==> config.mk <==
export PLATFORM = sky130hd
export DESIGN_NAME = lcd_frame_scanner
export DESIGN_NICKNAME = d
export VERILOG_FILES = /design/src/rtl/lcd_pkg.sv /design/src/rtl/lcd_pix_mux.sv /design/src/rtl/lcd_frame_scanner.sv
export SDC_FILE = /design/constraint.sdc
export NUM_CORES = 1
export LEC_CHECK = 0
export CORE_MARGIN = 1.5
export CORE_UTILIZATION = 30
export CTS_BUF_LIST = sky130_fd_sc_hd__clkbuf_16
export DETAILED_ROUTE_END_ITERATION = 8
export HOLD_SLACK_MARGIN = 0.1
export PLACE_DENSITY = 0.62
export SYNTH_ARGS = -nofsm -noshare
export SYNTH_HDL_FRONTEND = slang
export SYNTH_HIERARCHICAL = 1
export SYNTH_SLANG_ARGS = --single-unit
export TNS_END_PERCENT = 1
==> constraint.sdc <==
create_clock -name clk -period 3.8 [get_ports clk]
set_clock_uncertainty 0.05 [all_clocks]
set_input_delay 0.76 -clock clk [delete_from_list [all_inputs] [get_ports clk]]
set_output_delay 0.76 -clock clk [all_outputs]
set_load 0.005 [all_outputs]
==> src/rtl/lcd_pkg.sv <==
// Shared constants and types for the LCD frame scanner and its pixel datapath.
package lcd_pkg;

    localparam int unsigned RGB_W     = 16;
    localparam int unsigned LCD_H_RES = 240;
    localparam int unsigned LCD_V_RES = 240;
    localparam int unsigned ROM_ROW_W = 240;
    localparam int unsigned COL_W     = 8;

    typedef logic [RGB_W-1:0] rgb565_t;

    typedef enum logic [2:0] {
        StIdle   = 3'd0,
        StAddr   = 3'd1,
        StLoad   = 3'd2,
        StStream = 3'd3,
        StDone   = 3'd4
    } lcd_state_e;

    function automatic rgb565_t pick_color(input logic bit_val, input rgb565_t fg,
                                           input rgb565_t bg);
        return bit_val ? fg : bg;
    endfunction

endpackage

==> src/rtl/lcd_pix_mux.sv <==
// Bitmap-to-colour pixel selector: picks one bit of a row and expands it to RGB565.
module lcd_pix_mux
    import lcd_pkg::*;
(
    input  logic [ROM_ROW_W-1:0] bits,
    input  logic [COL_W-1:0]     idx,
    input  logic [RGB_W-1:0]     fg,
    input  logic [RGB_W-1:0]     bg,
    output logic [RGB_W-1:0]     pix
);

    logic sel;

    always_comb begin
        sel = 1'b0;
        // Out-of-row indices fall back to background rather than reading past the bitmap.
        if (32'(idx) < ROM_ROW_W) begin
            sel = bits[idx];
        end
        pix = pick_color(sel, fg, bg);
    end

endmodule

==> src/rtl/lcd_frame_scanner.sv <==
// Scans a frame row by row from the sprite ROM and streams RGB565 pixels over valid/ready.
module lcd_frame_scanner
    import lcd_pkg::*;
#(
    parameter int unsigned H_RES  = LCD_H_RES,
    parameter int unsigned V_RES  = LCD_V_RES,
    parameter int unsigned ADDR_W = 9
) (
    input  logic                 clk,
    input  logic                 rst,
    input  logic                 start,
    input  logic [RGB_W-1:0]     fg_color,
    input  logic [RGB_W-1:0]     bg_color,
    output logic [ADDR_W-1:0]    row_addr,
    input  logic [ROM_ROW_W-1:0] row_bits,
    output logic [RGB_W-1:0]     pix_data,
    output logic                 pix_valid,
    input  logic                 pix_ready,
    output logic                 pix_sof,
    output logic                 pix_eol,
    output logic                 busy,
    output logic                 frame_done
);

    localparam logic [COL_W-1:0]  COL_LAST = COL_W'(H_RES - 1);
    localparam logic [ADDR_W-1:0] ROW_LAST = ADDR_W'(V_RES - 1);

    lcd_state_e           state_q;
    logic [RGB_W-1:0]     fg_q;
    logic [RGB_W-1:0]     bg_q;
    logic [ROM_ROW_W-1:0] row_q;
    logic [COL_W-1:0]     col_q;

    logic                 accept;
    logic [COL_W-1:0]     col_next;
    logic [ROM_ROW_W-1:0] mux_bits;
    logic [COL_W-1:0]     mux_idx;
    logic [RGB_W-1:0]     mux_pix;

    assign accept = pix_valid && pix_ready;

    // In LOAD the row register is not yet written, so column 0 comes straight from the ROM.
    always_comb begin
        col_next = col_q + COL_W'(1);
        mux_bits = row_q;
        mux_idx  = col_next;
        if (state_q == StLoad) begin
            mux_bits = row_bits;
            mux_idx  = '0;
        end
    end

    lcd_pix_mux u_pix_mux (
        .bits (mux_bits),
        .idx  (mux_idx),
        .fg   (fg_q),
        .bg   (bg_q),
        .pix  (mux_pix)
    );

    always_ff @(posedge clk) begin
        if (rst) begin
            state_q    <= StIdle;
            fg_q       <= '0;
            bg_q       <= '0;
            row_q      <= '0;
            col_q      <= '0;
            row_addr   <= '0;
            pix_data   <= '0;
            pix_valid  <= 1'b0;
            pix_sof    <= 1'b0;
            pix_eol    <= 1'b0;
            busy       <= 1'b0;
            frame_done <= 1'b0;
        end else begin
            frame_done <= 1'b0;
            unique case (state_q)
                StIdle: begin
                    if (start) begin
                        fg_q     <= fg_color;
                        bg_q     <= bg_color;
                        row_addr <= '0;
                        col_q    <= '0;
                        busy     <= 1'b1;
                        state_q  <= StAddr;
                    end
                end
                StAddr: begin
                    state_q <= StLoad;
                end
                StLoad: begin
                    row_q     <= row_bits;
                    col_q     <= '0;
                    pix_data  <= mux_pix;
                    pix_valid <= 1'b1;
                    pix_sof   <= (row_addr == '0);
                    pix_eol   <= (COL_LAST == '0);
                    state_q   <= StStream;
                end
                StStream: begin
                    if (accept) begin
                        if (col_q < COL_LAST) begin
                            col_q    <= col_next;
                            pix_data <= mux_pix;
                            pix_sof  <= 1'b0;
                            pix_eol  <= (col_next == COL_LAST);
                        end else begin
                            pix_valid <= 1'b0;
                            pix_sof   <= 1'b0;
                            pix_eol   <= 1'b0;
                            if (row_addr < ROW_LAST) begin
                                row_addr <= row_addr + ADDR_W'(1);
                                state_q  <= StAddr;
                            end else begin
                                busy       <= 1'b0;
                                frame_done <= 1'b1;
                                state_q    <= StDone;
                            end
                        end
                    end
                end
                StDone: begin
                    col_q   <= '0;
                    state_q <= StIdle;
                end
                default: begin
                    state_q <= StIdle;
                end
            endcase
        end
    end

endmodule

### Yosys cells after proc, flatten, opt, wreduce, memory -nomap -nowiden

Cells that the tools add are included.

| storage, ports and cells | value |
|---|---|
| bits in registers | 313 |
| input port bits | 276 |
| output and inout bits | 30 |
| word-level logic and storage cells | 84 |

| operators by class | value |
|---|---|
| $add $sub $neg | 2 |
| $lt $le $gt $ge | 4 |
| equality and inequality tests | 11 |
| multiplexer cells | 37 |
| bitwise logic cells | 2 |
| reductions and logical operators | 16 |

Operator list:

| cell | count |
|---|---|
| $mux 240 | 1 |
| $mux 16 | 3 |
| $mux 9 | 4 |
| $mux 8 | 4 |
| $pmux 16 s2 | 1 |
| $pmux 8 s3 | 1 |
| $pmux 9 s2 | 1 |
| $lt 8x8->1 const B | 2 |
| $mux 1 | 12 |
| $mux 3 | 4 |
| $ne 2x2->1 const B | 6 |
| $pmux 3 s4 | 1 |
| $reduce_and 5->1 | 2 |
| $add 9x1->9 const B | 1 |
| $logic_not 9->1 | 1 |
| $lt 8x9->1 const B | 1 |
| $lt 9x8->1 const B | 1 |
| $reduce_and 3->1 | 3 |
| $add 8x1->8 const B | 1 |
| $bmux 1 s8 | 1 |
| $eq 8x8->1 const B | 1 |
| $pmux 1 s2 | 4 |
| $eq 3x2->1 const B | 2 |
| $reduce_and 2->1 | 2 |
| 10 further kinds | 12 |

### Longest topological paths before layout

| logic depth | value |
|---|---|
| word-level depth | 9 |
| gate-level depth with buffers | 20 |
| gate-level depth less buffers | 13 |

### Cells and area by module

Netlist, hierarchy kept.

Modules (own cells, without submodules):

| module | instances | cells an instance | area each (µm²) | seq. area each (µm²) |
|---|---|---|---|---|
| lcd_frame_scanner | 1 | 1164 | 12608.3 | 6266.0 |
| lcd_pix_mux | 1 | 198 | 2376.0 | 0.0 |

### Worst setup path after synthesis

Ideal clock, no wire load.

| path | value |
|---|---|
| path kind | register to register |
| start point | register state_q[2] |
| end point | register pix_data[0] |
| setup time | 132 ps |
| arrival | 3666 ps |
| data required time | 3618 ps |
| setup slack | -48 ps |
| stages on the path, launching flop included | 18 |
| buffers on the path | 5 |
| clock period less this slack | 3848 ps |
| path through | dfxtp_1 > buf_2 > nor2_1 > and2_1 > buf_2 > buf_6 > buf_6 > mux2_1 > mux4_1 > mux4_2 > nand2b_4 > a31oi_4 > a211oi_2 > a31oi_4 > buf_12 > mux2_4 > nand3_1 > a21oi_1 |

| between the ends | value |
|---|---|
| cells in the longest elaborated chain, start to end | 9 |
| elaborated cells on any way between the ends | 16 |

Ends and longest elaborated chain:

| what | line | text |
|---|---|---|
| start: declaration | lcd_frame_scanner.sv:28 | `lcd_state_e state_q;` |
| start signal: assignment | lcd_frame_scanner.sv:63 | `state_q <= StIdle;` |
| start signal: assignment | lcd_frame_scanner.sv:85 | `state_q <= StAddr;` |
| start signal: assignment | lcd_frame_scanner.sv:89 | `state_q <= StLoad;` |
| $eq 3x2->1 * | lcd_frame_scanner.sv:47 | `if (state_q == StLoad) begin` |
| $mux 240 * | n/a |  |
| net mux_bits[221] | lcd_frame_scanner.sv:36 | `logic [ROM_ROW_W-1:0] mux_bits;` |
| $bmux 1 s8 * | lcd_pix_mux.sv:18 | `sel = bits[idx];` |
| $mux 1 (not written as such) * | lcd_pix_mux.sv:18 |  |
| $mux 1 * | lcd_pix_mux.sv:17 | `if (32'(idx) < ROM_ROW_W) begin` |
| $mux 16 * | lcd_pkg.sv:22 | `return bit_val ? fg : bg;` |
| net mux_pix[0] | lcd_frame_scanner.sv:38 | `logic [RGB_W-1:0] mux_pix;` |
| $mux 16 | lcd_frame_scanner.sv:102 | `if (col_q < COL_LAST) begin` |
| $mux 16 | lcd_frame_scanner.sv:101 | `if (accept) begin` |
| $pmux 16 s2 * | lcd_frame_scanner.sv:77 | `unique case (state_q)` |
| end signal: assignment | lcd_frame_scanner.sv:94 | `pix_data <= mux_pix;` |
| end signal: assignment | lcd_frame_scanner.sv:104 | `pix_data <= mux_pix;` |
| end: declaration | lcd_frame_scanner.sv:16 | `output logic [RGB_W-1:0] pix_data,` |

The timed path passes the listed nets; every way through them passes the cells marked *. The select of a mux whose other input is x is not followed.
A chain may end at the register's enable or synchronous reset.

### Worst setup path after layout

| path | value |
|---|---|
| start point | register state_q[2] |
| end point | register pix_data[6] |

Same word-level chain as after synthesis.

==> summary.md <==
| Metric | Value |
|---|---|
| #FFs+latches synth | 313 |
| Synth Flop Type | dfxtp_1 |
| Core Area | 49,200 sq um |
| Max-slew violations | 0 |
| Largest net degree at the start of global routing | 242 |
| Width of the die | 226 um |
| Final WS setup | -0.00588 ns |
| Register clock-pin slew on the reported worst setup and hold paths | 0.06 ns |
| Post-Route WL | 41,400 um |
| Reg2reg path depth | 16 |
| Synth cell types | 71 |
| Total grt overflow | 0 |
| CP arrival | 4.14 ns |
| Clock latency on the worst-skew pair | 0.53 ns |
| # nets final | 1,958 |
| RePlAce Congestion | 0.816 |
| Setup crit end kind | register |
| Avg Vias per Cell | 4.70 |
| Rows | 81 |
| Synth warnings | 6 |
| IO Pins | 306 |
| Vias | 11.2k |
| Maximum clock frequency | 0.263 GHz |
| Syn nets | 1,642 |
| Drt drc | 0 |
| Placed cells | 2,302 |
| IO buf count | 305 |
| Crit Path Max Fanout | 26 |
| Worst min path class | register to register |
| Initial core utilization | 30.5% |
| CTS buffer count | 36 |
| WS Path Type | register to register |
| Leak | 8.05 nW |
| Max-Slew Margin vs Limit | 24.6% |
| Die H | 226 um |
| Syn Area/Cell | 11.0 sq um |
| Die area | 51,300 sq um |
| CP Data Required Time | 4.13 ns |
| Detail Route Antenna Nets | 0 |
| TritonCTS clock tree | built |
| Min cycle time layout | 3.81 ns |
| VDD IR max | 0.240 mV |
| Routed length per instance | 17.5 um |
| Clk Tree Root Cell | clkbuf_16 |
| First-pass GRT wire length | 63,100 um |
| Slew @ Worst Pin | 1.13 ns |
| Max Buffers Root-to-Sink | 3 |
| Max-Cap Viols | 0 |
| Vias in the first global route | 11.2k |
| GR Util All Layers | 16.0% |
| Share of cells above drive strength 1 | 17.8% |
| Post-synth EDFFs | 0 |
| CTS sink count | 313 |
| Dpl ws | -0.237 ns |
| Period utilisation layout | 100% |
| RSZ-0062 raised after global routing | true |
| Pwr dens | 407 nW/um^2 |
| Sequential area share after synthesis | 41.8% |
| Filler instances | 4,740 |
| Failing checks | negative setup slack |
| Cell count after synthesis | 1,362 |
| Detailed Place HPWL | 29,500 um |
| Iteration count of the initial detailed-routing pass | 5 |
| Post-route core utilization | 41.2% |
| Status | complete, but fails checks |
| H-tree levels | 2 |
| Final Instance Count excl. Fillers | 2,373 |
| Initial antenna violation count | 7 |
| Setup violations, final | 2 |
| Hold Path Depth | 2 |
| Setup crit start kind | register |
| Asr flop ratio synth | 0% |
| Area Overhead vs Synth | 35.1% |
| Final Hold Vio Count | 0 |
| Initial DRC Count | 477 |
| Post-Syn Area | 15,000 sq um |
worst max-delay path, cell delays in order (launching register included):
cell and delay (ns):
dfxtp_2 0.34, nor2_4 0.10, and2_4 0.24, buf_12 0.22, buf_12 0.13, mux2_2 0.34, mux4_2 0.53, nor3_2 0.13
a2111oi_1 0.07, o31ai_1 0.33, buf_4 0.18, a211oi_2 0.08, a31oi_4 0.18, buf_12 0.20, mux2_2 0.35, nand3_1 0.06
a21oi_1 0.08
cells in the final DEF (no fill, tap or decap), types with 3 or more instances in the layout:
cell / netlist / routed
o221ai_1: 4 / 4
clkbuf_16: 0 / 36
diode_2: 0 / 4
buf_12: 1 / 16
o2bb2ai_1: 4 / 4
nor4_1: 5 / 5
o211ai_1: 3 / 3
ha_1: 4 / 4
nor2_1: 20 / 15
mux2_2: 84 / 85
mux4_2: 52 / 53
a21o_1: 5 / 5
mux2_1: 169 / 168
mux2i_2: 0 / 3
clkinv_2: 0 / 6
nor2b_1: 5 / 5
nand2b_1: 6 / 6
nand2_1: 83 / 83
clkinv_1: 1 / 9
o31ai_1: 5 / 5
xnor2_1: 4 / 4
a22oi_1: 5 / 5
nor2_4: 0 / 4
nor4_2: 3 / 3
nand3_1: 32 / 32
nor3_1: 5 / 4
a31oi_1: 8 / 8
inv_1: 13 / 22
buf_4: 5 / 52
buf_6: 29 / 6
clkdlybuf4s50_1: 0 / 304
and2_1: 244 / 243
nand4_1: 7 / 7
or3_1: 8 / 8
dfxtp_1: 313 / 312
mux2_4: 10 / 10
a21oi_1: 61 / 59
o21ai_0: 25 / 25
mux2i_1: 21 / 18
cell families after synthesis:
logic type                 share of synthesized area, %
xor gates and xnor gates                          0.292
adders and majority gates                         0.334
DFF                                                41.8
muxes                                              29.8
buffers and inverters                              4.81
AOI/OAI and AO/OA                                  6.48
and+or+nand+nor                                    16.5
per-layer routing:
layer / share of wire [%] / GRT usage [%] / vias to the layer above / wire, um
li1: - / - / 5445 / -
met1: 46 / 20.9 / 5371 / 19000
met2: 46 / 26.1 / 276 / 19100
met3: 6.2 / 4.16 / 64 / 2590
met4: 1.9 / 4.06 / 8 / 774
met5: 0.13 / 0 / - / 54
layout make-up:
| class | instances | area [sq um] | share of cell area [%] |
|---|---|---|---|
| antenna | 4 | 10.0 | 0.0494 |
| clock buffer | 36 | 901 | 4.45 |
| clock inverter | 29 | 191 | 0.945 |
| inverter | 14 | 55.1 | 0.272 |
| multi-input combinational | 931 | 8080 | 39.9 |
| sequential | 313 | 6270 | 31.0 |
| tap | 664 | 831 | 4.10 |
| timing repair buffer | 382 | 3910 | 19.3 |
final timing paths:
path | startpoint | end | slack (ns)
worst min register to register | fg_q[8]$_SDFFE_PP0P_ | fg_q[8]$_SDFFE_PP0P_ | 0.40
worst min-delay path | fg_q[8]$_SDFFE_PP0P_ | fg_q[8]$_SDFFE_PP0P_ | 0.40
worst max register to register | state_q[2]$_SDFFE_PP0P_ | pix_data[6]$_SDFFE_PP0P_ | -0.006
worst max-delay path | state_q[2]$_SDFFE_PP0P_ | pix_data[6]$_SDFFE_PP0P_ | -0.006
registers in the layout, indices dropped and copies added, names as in the netlist:
name        cells
bg_q           16
pix_sof         1
busy            1
col_q           8
row_addr        9
pix_eol         1
row_q         240
pix_valid       1
state_q         3
fg_q           16
pix_data       16
frame_done      1
repair_timing:
item | CTS | global route
resized for setup | 11 | 9
hold buffers | 0 | 0
hold endpoints to repair | 0 | 0
cloned | 1 | 0
pin swaps | 1 | 0
setup endpoints to repair | 16 | 16
setup buffers | 1 | 0
report_power, final:
| group | internal, mW | switching (mW) |
|---|---|---|
| clock | 1.86 | 1.37 |
| sequential | 3.47 | 0.0493 |
| combinational | 0.894 | 0.585 |
synth_stat cells (all sizes together), types with 6 or more instances:
cell / n / share of area, %
mux2: 263 / 20
a31oi: 11 / 0.70
o21ai: 27 / 0.90
buf: 56 / 3.3
nor3: 6 / 0.23
nand2b: 7 / 0.34
and2: 244 / 10
nor2: 20 / 0.50
mux2i: 21 / 1.4
a21oi: 62 / 2.1
dfxtp: 313 / 42
nand3: 32 / 1.1
nand2: 83 / 2.1
inv: 13 / 0.33
nand4: 7 / 0.29
mux4: 55 / 8.3
nor4: 8 / 0.46
or3: 8 / 0.33
clkbuf: 48 / 1.2
per-stage QoR:
stage          hold WS (ns)  total power, mW  setup TNS, ns  cell area, sq um
2_1_floorplan         0.383             4.48              0             15000
3_3_place_gp          0.391             5.03          -3.26             19000
3_5_place_dp          0.398             5.06          -3.34             19000
4_1_cts               0.406             8.37         -0.283             20200
5_1_grt               0.421             8.63          -2.55             20200
6_report              0.404             8.24       -0.00952             20200
Note: power is estimated with default switching activity, not from simulation.
